<file path="src/rtl/glcm_axi_rd_arbiter.sv">
// Round-robin arbiter sharing one AXI4 read port between the GLCM input-matrix
// fetcher (req0) and the GLCM-table fetcher (req1); one burst in flight at a time.
module glcm_axi_rd_arbiter #(
    parameter int ADDR_WIDTH = 32,
    parameter int DATA_WIDTH = 32,
    parameter int ID_WIDTH   = 4
) (
    input  logic                  clk,
    input  logic                  rst,
    input  logic                  req0_valid,
    input  logic [ADDR_WIDTH-1:0] req0_addr,
    input  logic [3:0]            req0_len,
    output logic                  req0_ready,
    output logic                  rsp0_valid,
    output logic [DATA_WIDTH-1:0] rsp0_data,
    output logic                  rsp0_last,
    input  logic                  rsp0_ready,
    input  logic                  req1_valid,
    input  logic [ADDR_WIDTH-1:0] req1_addr,
    input  logic [3:0]            req1_len,
    output logic                  req1_ready,
    output logic                  rsp1_valid,
    output logic [DATA_WIDTH-1:0] rsp1_data,
    output logic                  rsp1_last,
    input  logic                  rsp1_ready,
    output logic [ID_WIDTH-1:0]   arid_m_inf,
    output logic [ADDR_WIDTH-1:0] araddr_m_inf,
    output logic [3:0]            arlen_m_inf,
    output logic [2:0]            arsize_m_inf,
    output logic [1:0]            arburst_m_inf,
    output logic                  arvalid_m_inf,
    input  logic                  arready_m_inf,
    input  logic [ID_WIDTH-1:0]   rid_m_inf,
    input  logic [DATA_WIDTH-1:0] rdata_m_inf,
    input  logic [1:0]            rresp_m_inf,
    input  logic                  rlast_m_inf,
    input  logic                  rvalid_m_inf,
    output logic                  rready_m_inf,
    output logic                  err
);

    typedef enum logic [1:0] {IDLE = 2'd0, ADDR = 2'd1, DATA = 2'd2} state_t;

    state_t                state, state_nxt;
    logic                  rr_ptr;
    logic                  owner;
    logic                  any_req;
    logic                  grant_side;
    logic                  beat;
    logic                  beat_err;
    logic [ADDR_WIDTH-1:0] lat_addr;
    logic [3:0]            lat_len;
    logic [3:0]            beat_cnt;
    logic [ID_WIDTH-1:0]   owner_id;

    // rr_ptr only breaks ties; a lone requester is always served.
    assign any_req    = req0_valid | req1_valid;
    assign grant_side = (req0_valid & req1_valid) ? rr_ptr : req1_valid;
    assign owner_id   = {{(ID_WIDTH-1){1'b0}}, owner};
    assign beat       = (state == DATA) & rvalid_m_inf & rready_m_inf;

    // A beat is bad if its response, id or last-marking disagrees with the granted burst.
    assign beat_err = (rresp_m_inf != 2'b00) ||
                      (rid_m_inf != owner_id) ||
                      (rlast_m_inf && (beat_cnt != lat_len)) ||
                      (!rlast_m_inf && (beat_cnt == lat_len));

    assign arid_m_inf    = owner_id;
    assign araddr_m_inf  = lat_addr;
    assign arlen_m_inf   = lat_len;
    assign arsize_m_inf  = 3'b010;
    assign arburst_m_inf = 2'b01;

    always_ff @(posedge clk or posedge rst) begin
        if (rst) begin
            state <= IDLE;
        end else begin
            state <= state_nxt;
        end
    end

    always_comb begin
        state_nxt = state;
        case (state)
            IDLE:    if (any_req) state_nxt = ADDR;
            ADDR:    if (arready_m_inf) state_nxt = DATA;
            DATA:    if (beat && rlast_m_inf) state_nxt = IDLE;
            default: state_nxt = IDLE;
        endcase
    end

    // Burst context is captured at grant so the AR fields stay stable until handshake.
    always_ff @(posedge clk or posedge rst) begin
        if (rst) begin
            rr_ptr   <= 1'b0;
            owner    <= 1'b0;
            lat_addr <= '0;
            lat_len  <= '0;
            beat_cnt <= '0;
            err      <= 1'b0;
        end else begin
            if ((state == IDLE) && any_req) begin
                owner    <= grant_side;
                lat_addr <= grant_side ? req1_addr : req0_addr;
                lat_len  <= grant_side ? req1_len : req0_len;
                beat_cnt <= '0;
            end
            if (beat) begin
                beat_cnt <= beat_cnt + 4'd1;
                if (rlast_m_inf) rr_ptr <= ~owner;
                if (beat_err) err <= 1'b1;
            end
        end
    end

    always_comb begin
        req0_ready    = 1'b0;
        req1_ready    = 1'b0;
        arvalid_m_inf = 1'b0;
        rready_m_inf  = 1'b0;
        rsp0_valid    = 1'b0;
        rsp0_data     = '0;
        rsp0_last     = 1'b0;
        rsp1_valid    = 1'b0;
        rsp1_data     = '0;
        rsp1_last     = 1'b0;
        case (state)
            IDLE: begin
                req0_ready = any_req & ~grant_side;
                req1_ready = any_req & grant_side;
            end
            ADDR: arvalid_m_inf = 1'b1;
            DATA: begin
                rready_m_inf = owner ? rsp1_ready : rsp0_ready;
                if (owner) begin
                    rsp1_valid = rvalid_m_inf;
                    rsp1_data  = rdata_m_inf;
                    rsp1_last  = rlast_m_inf;
                end else begin
                    rsp0_valid = rvalid_m_inf;
                    rsp0_data  = rdata_m_inf;
                    rsp0_last  = rlast_m_inf;
                end
            end
            default: ;
        endcase
    end

endmodule

</file>
<file path="config.mk">
export PLATFORM = sky130hd
export DESIGN_NAME = glcm_axi_rd_arbiter
export DESIGN_NICKNAME = d
export VERILOG_FILES = /design/src/rtl/glcm_axi_rd_arbiter.sv
export SDC_FILE = /design/constraint.sdc
export NUM_CORES = 1
export LEC_CHECK = 0
export CAP_MARGIN = 0
export CORE_MARGIN = 2
export CORE_UTILIZATION = 29
export CTS_CLUSTER_SIZE = 40
export DETAILED_ROUTE_END_ITERATION = 7
export PLACE_DENSITY = 0.78
export SYNTH_ARGS = -nofsm -noshare
export SYNTH_HDL_FRONTEND = slang
export SYNTH_SLANG_ARGS = --single-unit
</file>
<file path="constraint.sdc">
create_clock -name clk -period 1.47 [get_ports clk]
set_clock_uncertainty 0.1 [all_clocks]
set_input_delay 0.2205 -clock clk [delete_from_list [all_inputs] [get_ports clk]]
set_output_delay 0.2205 -clock clk [all_outputs]
set_load 0.03 [all_outputs]
</file>
; Word-level counts from Yosys, hierarchy flattened
; Index checks and enable logic that the tools add are counted.
[classes]
addsub = 1
eq_ne = 8
muxes = 26
bitwise_logic = 8
n_reduce_logical = 14
[ops]
columns = cell, count
row1 = $mux 32, 5
row2 = $mux 1, 14
row3 = $mux 4, 3
row4 = $mux 2, 3
row5 = $pmux 2 s3, 1
row6 = $and 1x1->1, 5
row7 = $add 4x1->4 const B, 1
row8 = $eq 4x4->1, 1
row9 = $logic_and 1x1->1, 4
row10 = $ne 2x2->1 const B, 2
row11 = $ne 4x1->1, 1
row12 = $ne 4x4->1, 1
row13 = $reduce_and 2->1, 2
row14 = $reduce_bool 2->1, 2
row15 = $logic_or 1x1->1, 3
row16 = $reduce_and 3->1, 1
row17 = $eq 2x1->1 const B, 1
row18 = $eq 2x2->1 const B, 1
row19 = $logic_not 2->1, 1
row20 = $ne 2x1->1 const B, 1
row21 = $not 1->1, 2
row22 = $logic_not 1->1, 1
row23 = $or 1x1->1, 1
[totals]
ff_bits = 45
inputBits = 119
out_inout_bits = 118

; Longest topological paths before layout
; Gate-level depths: netlist of the first run.
[depth]
word_depth = 6
mapped_depth = 6
mapped_depth_nobuf = 4

; Worst setup path before layout of the first run
; Ideal clock, no wire load.
[synth_path]
kind = flip-flop to output port
from = register owner
to = output rsp0_valid
t_arrival_ns = 1.474
path_slack_ns = -0.324
stages_incl_launch_ff = 4
path_buffers = 2
path_cell_list = dfrtp_1 -> clkbuf_1 -> clkbuf_1 -> nor3_1
[synth_via]
elab_chain_len = 2
[synth_lines]
columns = item, line
row1 = "start, declared", 46  ; logic owner;
row2 = "start signal, assigned", 103  ; owner <= grant_side;
row3 = $mux 1, 135  ; if (owner) begin
row4 = $mux 1, 127  ; case (state)
row5 = "end, declared", 14  ; output logic rsp0_valid,
; No other way between the ends.

; Worst setup path after layout of the first run
[layout_path]
from = register state[1]
to = output rsp0_data[17]
[layout_via]
elab_chain_len = 2
[layout_lines]
columns = item, line
row1 = "start, declared", 44  ; state_t state, state_nxt;
row2 = "start signal, assigned", 78  ; state <= state_nxt;
row3 = $eq 2x2->1, 127
row4 = $mux 32, 127
row5 = "end, declared", 15  ; output logic [DATA_WIDTH-1:0] rsp0_data,
; No other way between the ends.

==> run summary, run 1 <==
largest family of logic cells by synthesized area: simple AND/OR/NAND/NOR gates
Detailed Place HPWL: 8.64 mm
CTS tree: yes
Overflow after GRT: 0
CTS sink count: 45
Setup CP Type: reg2out
Design Power: 10700 uW
CTS max path bufs: 2
ys flop type: dfrtp_1
Synth Area in Compound Gates: 0.0932
minimum clock period: 1.81 ns
wire per inst: 17.3 microns
leakage power of the design: 0.00305 uW
post-synthesis simple-gate area fraction: 0.259
clk slew on worst S/H paths: 0.09 ns
Core Area: 9200 sq um
most common cell in the netlist: dfrtp_1
largest net degree at the start of global routing: 37
CP arrival: 1.49 ns
io pins: 237
Antenna diodes: 0
RD Place Congestion: 0.789
Worst Setup Start Kind: flip-flop
Die Ht: 101 microns
vias in the first global route: 3495
first-pass GRT wire length: 17.8 mm
Synth Instances: 305
worst vdd ir: 860 uV
number of core rows: 35
worst-skew pair later-pin latency: 0.29 ns
CP peak stage delay: 0.40 ns
Power Dens Cells: 1710 nW/um^2
number of flops mapped to enable cells by yosys: 0
number of distinct library cells after synthesis: 32
Final setup viols: 117
mux share of post-synthesis cell area: 0.142
layout cell share with drive strength beyond 1: 0.401
final core utilization: 0.676
failing checks: setup timing
Final period util: 1.23
Initial DRC Count: 84
PortBufs: 228
Mapped Avg Cell Area: 8.98 sq um
vias per inst: 4.82
vias post-DR: 3300
Worst path slowest cell: dfrtp_1
cts bufs inserted: 5
Total GRT Usage: 0.224
FMAX: 552 MHz
top-area cell type share of the netlist area: 0.411
fillers: 701
top cells by area, synth: dfrtp_1 41%, mux2i_1 14%, and3_1 8.0%
Seq cells post-synth: 45
critical path cell sequence: buf_4, nand2b_4, nor2_4, buf_12, and2_2, buf_6
hold-fix buffer count after cts: 0
Routed Antenna Nets: 0
1st-pass router iterations: 4
setup ws final: -0.341 ns
Initial Utilization: 0.298
critical path capture point type: primary output
Hold Path Class: in2async
area grow syn2layout: 127%
H-tree depth: 2
Root Driver: clkbuf_8
CP required: 1.15 ns
post-synthesis sequential area ratio: 0.411
RSZ-0062 raised after global routing: true
Max Slew Vio Count: 0
drc violations: 0
Synth Area in XOR/XNOR: 0.0160
Yosys top cell by area: dfrtp_1
fin nets: 692
die width: 101 microns
ys async rst share: 1.00
die area: 10200 sq um
Adder-Cell Fraction of Synth Area: 0.00457
final hold vios: 0
Crit Path Max Fanout: 33
initial antenna violation count: 0
WL final: 11.8 mm
maxcap violations: 0
Post-Syn Area: 2740 sq um
YS warnings: 0
status: finished with violations
Post-synth top cells: 45 x dfrtp_1, 39 x mux2i_1, 39 x nand2_1
## cell families (layout without fill, tap and decap cells)
logic type,Yosys count,count (layout)
AND/OR/NAND/NOR,131,132
AO/OA/AOI/OAI,46,46
XOR/XNOR,5,5
adder cells (fa/ha/maj),1,1
other,2,8
multiplexers,39,39
buffers and inverters,36,297
flip-flops,45,45
## per-layer routing
layer  global-route usage  up-vias  wire, microns
met5                    0        -              0
met3               0.0669       34           1030
met1                0.218     1537           3840
li1                     -     1554              -
met4                0.103        0            577
met2                0.428      175           6400
## final timing paths
kind,depth (start not counted),end,slack (ns),from
max reg2reg,7,araddr_m_inf[12],-0.31,state[0]
min in group clk,2,araddr_m_inf[1],0.38,araddr_m_inf[1]
max,6,rsp0_data[17],-0.34,state[1]
min,3,arlen_m_inf[1],0.16,rst
min reg2reg,2,araddr_m_inf[1],0.38,araddr_m_inf[1]
max in group asynchronous,3,araddr_m_inf[27],0.88,rst
## sequential cells by signal (all words and copies together) (netlist names)
name / cells
araddr_m_inf: 32
arlen_m_inf: 4
beat_cnt: 4
state: 2
err: 1
owner: 1
rr_ptr: 1
## power breakdown
group | total [uW] | switching, uW | internal (uW)
Clock | 755 | 417 | 337
Sequential | 2170 | 363 | 1810
Combinational | 7730 | 4060 | 3670
## critical path, delay by kind of cell, from the launching register on
family / cells / cell delay [ns]
buffers and inverters: 3 / 0.44
flip-flops: 1 / 0.40
AND/OR/NAND/NOR: 3 / 0.36
## cell usage in the layout, fill, tap and decap left out, drive strengths merged
cell type and count:
xor2 4, nand2b 2, inv 5, clkdlybuf4s50 118
nand2 39, nor4 1, nand4 2, nor2 7
and3 35, nand3 1, conb 8, nor3 4
or2 3, nor2b 2, clkdlybuf4s15 2, mux2i 39
or3 1, ha 1, a22o 2, clkinvlp 1
dfrtp 45, and3b 1, clkbuf 9, buf 130
dlygate4sd2 32, o32ai 1, xnor2 1, o221a 1
o21ai 40, a21o 1, a311o 1, and2 34
## metrics by stage
step / setup slack (ns) / cell area, sq um / setup TNS [ns] / hold slack, ns / std cells
2_1_floorplan: -0.0356 / 2910 / -1.20 / 0.228 / 311
3_3_place_gp: -0.301 / 5480 / -12.19 / 0.361 / 654
3_5_place_dp: -0.364 / 5480 / -13.84 / 0.370 / 654
4_1_cts: -0.347 / 6060 / -32.89 / 0.157 / 679
5_1_grt: -0.397 / 6220 / -39.31 / 0.174 / 684
6_report: -0.341 / 6220 / -31.88 / 0.161 / 684
## cell type report
type,count,area [sq um],share of cell area
timing repair buffer,284,3140,0.505
sequential,45,1130,0.181
clock inverter,1,7.51,0.00121
multi-input combinational,231,1710,0.274
tap,111,139,0.0223
clock buffer,7,76.3,0.0123
inverter,5,21.3,0.00342
## repair_timing
item                                    4_1_cts  5_1_grt
pin swaps                                     4        6
buffers inserted                             12        6
gates cloned                                  5        1
resized for setup                           136       38
endpoints found under the setup margin      147      121
No activity file was read; power rests on OpenSTA's default activity.
==> inputs of run 2 (changes only) <==
--- a/config.mk
+++ b/config.mk
@@ -5,6 +5,7 @@
 export SDC_FILE = /design/constraint.sdc
 export NUM_CORES = 1
 export LEC_CHECK = 0
+export ABC_AREA = 0
 export CAP_MARGIN = 0
 export CORE_MARGIN = 2
 export CORE_UTILIZATION = 29
==> results of run 2 <==
Final layout, timing and power as in run 1 (identical DEF).
==> inputs of run 3 (changes only) <==
--- a/config.mk
+++ b/config.mk
@@ -11,6 +11,7 @@
 export CORE_UTILIZATION = 29
 export CTS_CLUSTER_SIZE = 40
 export DETAILED_ROUTE_END_ITERATION = 7
+export MAX_ROUTING_LAYER = met4
 export PLACE_DENSITY = 0.78
 export SYNTH_ARGS = -nofsm -noshare
 export SYNTH_HDL_FRONTEND = slang
==> run 3 against run 2 <==
  * The run still ends with setup timing left
  * Register-to-register slack about the same
  * First-iteration DRC count rose by 14%
  * Die area is the same
  * Hold slack got worse by 0.0019 ns
  * Via count increased by 0.48%
  * Largest power group unchanged
  * Highest routed layer unchanged
==> run summary, run 3 (synthesis gave the netlist of run 1 again) <==
status: finished with violations
failing checks: setup timing
Power Dens Cells: 1720 nW/um^2
CP peak stage delay: 0.41 ns
drc violations: 0
die area: 10200 sq um
io pins: 237
max reg flops: 32
CP arrival: 1.50 ns
Design Power: 10700 uW
vias per inst: 4.85
Die Ht: 101 microns
R2R depth: 7
setup ws final: -0.349 ns
clk slew on worst S/H paths: 0.09 ns
die width: 101 microns
most frequent cells in the layout: 118 x clkdlybuf4s50_1, 69 x buf_6, 44 x dfrtp_1, 38 x mux2i_1, 35 x nand2_1
number of core rows: 35
Total GRT Usage: 0.230
combinational share of power: 0.725
number of cells on the critical path: 6
wire per inst: 17.4 microns
CP Launch Point: state[1]
Setup CP Type: reg2out
Detailed Place HPWL: 8.64 mm
Initial DRC Count: 96
WL final: 11.9 mm
r2r endpoint: araddr_m_inf[12]
Root Driver: clkbuf_8
minimum clock period: 1.82 ns
fin nets: 692
1st-pass router iterations: 4
Hold Path Class: in2async
RR Startpoint: state[0]
Antenna diodes: 0
final core utilization: 0.676
CTS sink count: 45
Core Area: 9200 sq um
CP top delay family: buffers and inverters
cts bufs inserted: 5
RD Place Congestion: 0.800
FMAX: 550 MHz
worst vdd ir: 861 uV
worst path bufs/invs: 3
critical path cell sequence: buf_4, nand2b_4, nor2_4, buf_12, and2_2, buf_6
vias in the first global route: 3507
critical path capture point type: primary output
CP required: 1.15 ns
PortBufs: 228
Final setup viols: 117
area grow syn2layout: 127%
Final period util: 1.24
Reg power frac: 0.204
RSZ-0062 raised after global routing: true
commonest non-fill, non-tap cell in the layout: clkdlybuf4s50_1
initial antenna violation count: 0
R2R Setup Slk: -0.31 ns
Crit Path Max Fanout: 33
first-pass GRT wire length: 17.7 mm
vias post-DR: 3316
Overflow after GRT: 0
Initial Utilization: 0.298
H-tree depth: 2
leakage power of the design: 0.00305 uW
power share of the clock group: 0.071
Max Slew Vio Count: 0
P_sw: 4860 uW
layout cell share with drive strength beyond 1: 0.401
Switching Fraction: 0.455
CTS max path bufs: 2
Worst Setup Start Kind: flip-flop
Routed Antenna Nets: 0
CP Capture Point: rsp0_data[17]
maxcap violations: 0
worst-skew pair later-pin latency: 0.30 ns
CTS tree: yes
Internal: 5820 uW
largest net degree at the start of global routing: 37
final hold vios: 0
Worst path slowest cell: dfrtp_1
run 3: cell counts in the layout (fill, tap and decap cells not counted):
Identical to the previous run, type by type.
run 3: through the flow:
step / setup slack [ns] / hold WS [ns] / setup TNS (ns) / cell area [sq um] / instances
after floorplan: -0.0356 / 0.228 / -1.20 / 2910 / 311
after global placement: -0.301 / 0.361 / -12.19 / 5480 / 654
after detailed placement: -0.364 / 0.370 / -13.84 / 5480 / 654
after CTS: -0.347 / 0.157 / -32.89 / 6060 / 679
after global routing: -0.396 / 0.174 / -39.31 / 6220 / 684
final: -0.349 / 0.159 / -32.59 / 6220 / 684
run 3: worst min-delay path, cell delays in order:
cell             delay, ns
clkdlybuf4s50_1       0.41
inv_2                 0.09
buf_12                0.19
run 3: cell type report:
| class | count | area (sq um) |
|---|---|---|
| Sequential cell | 45 | 1130 |
| Tap cell | 111 | 139 |
| Inverter | 5 | 21.3 |
| Fill cell | 701 | 2980 |
| Clock inverter | 1 | 7.51 |
| Multi-Input combinational cell | 231 | 1710 |
| Clock buffer | 7 | 76.3 |
| Timing Repair Buffer | 284 | 3140 |
run 3: how the worst min path moves through the flow:
| stage | from | endpoint | slack, ns |
|---|---|---|---|
| after floorplan | arready_m_inf | state[0] | 0.23 |
| after global placement | araddr_m_inf[31] | araddr_m_inf[31] | 0.36 |
| after detailed placement | araddr_m_inf[9] | araddr_m_inf[9] | 0.37 |
| after CTS | rst | araddr_m_inf[17] | 0.16 |
| after global routing | rst | arlen_m_inf[1] | 0.17 |
| final | rst | arlen_m_inf[1] | 0.16 |
run 3: what timing repair did:
item / in CTS / in global routing
setup buffers: 12 / 6
pin swaps: 4 / 6
setup endpoints to repair: 147 / 121
gates cloned: 5 / 1
resized for setup: 136 / 38
hold buffers: 0 / 0
run 3: layer usage:
layer  wire [microns]  GRT usage
met4              552      0.103
met5                0          -
met2             6450      0.428
met1             4080      0.229
met3              826     0.0490
run 3: power by group through the flow:
stage	clock network (uW)	logic [uW]	registers, uW
2_1_floorplan	0	2570	3160
3_3_place_gp	0	6330	2170
3_5_place_dp	0	6470	2210
4_1_cts	788	7320	2170
5_1_grt	837	8180	2260
6_report	755	7740	2180
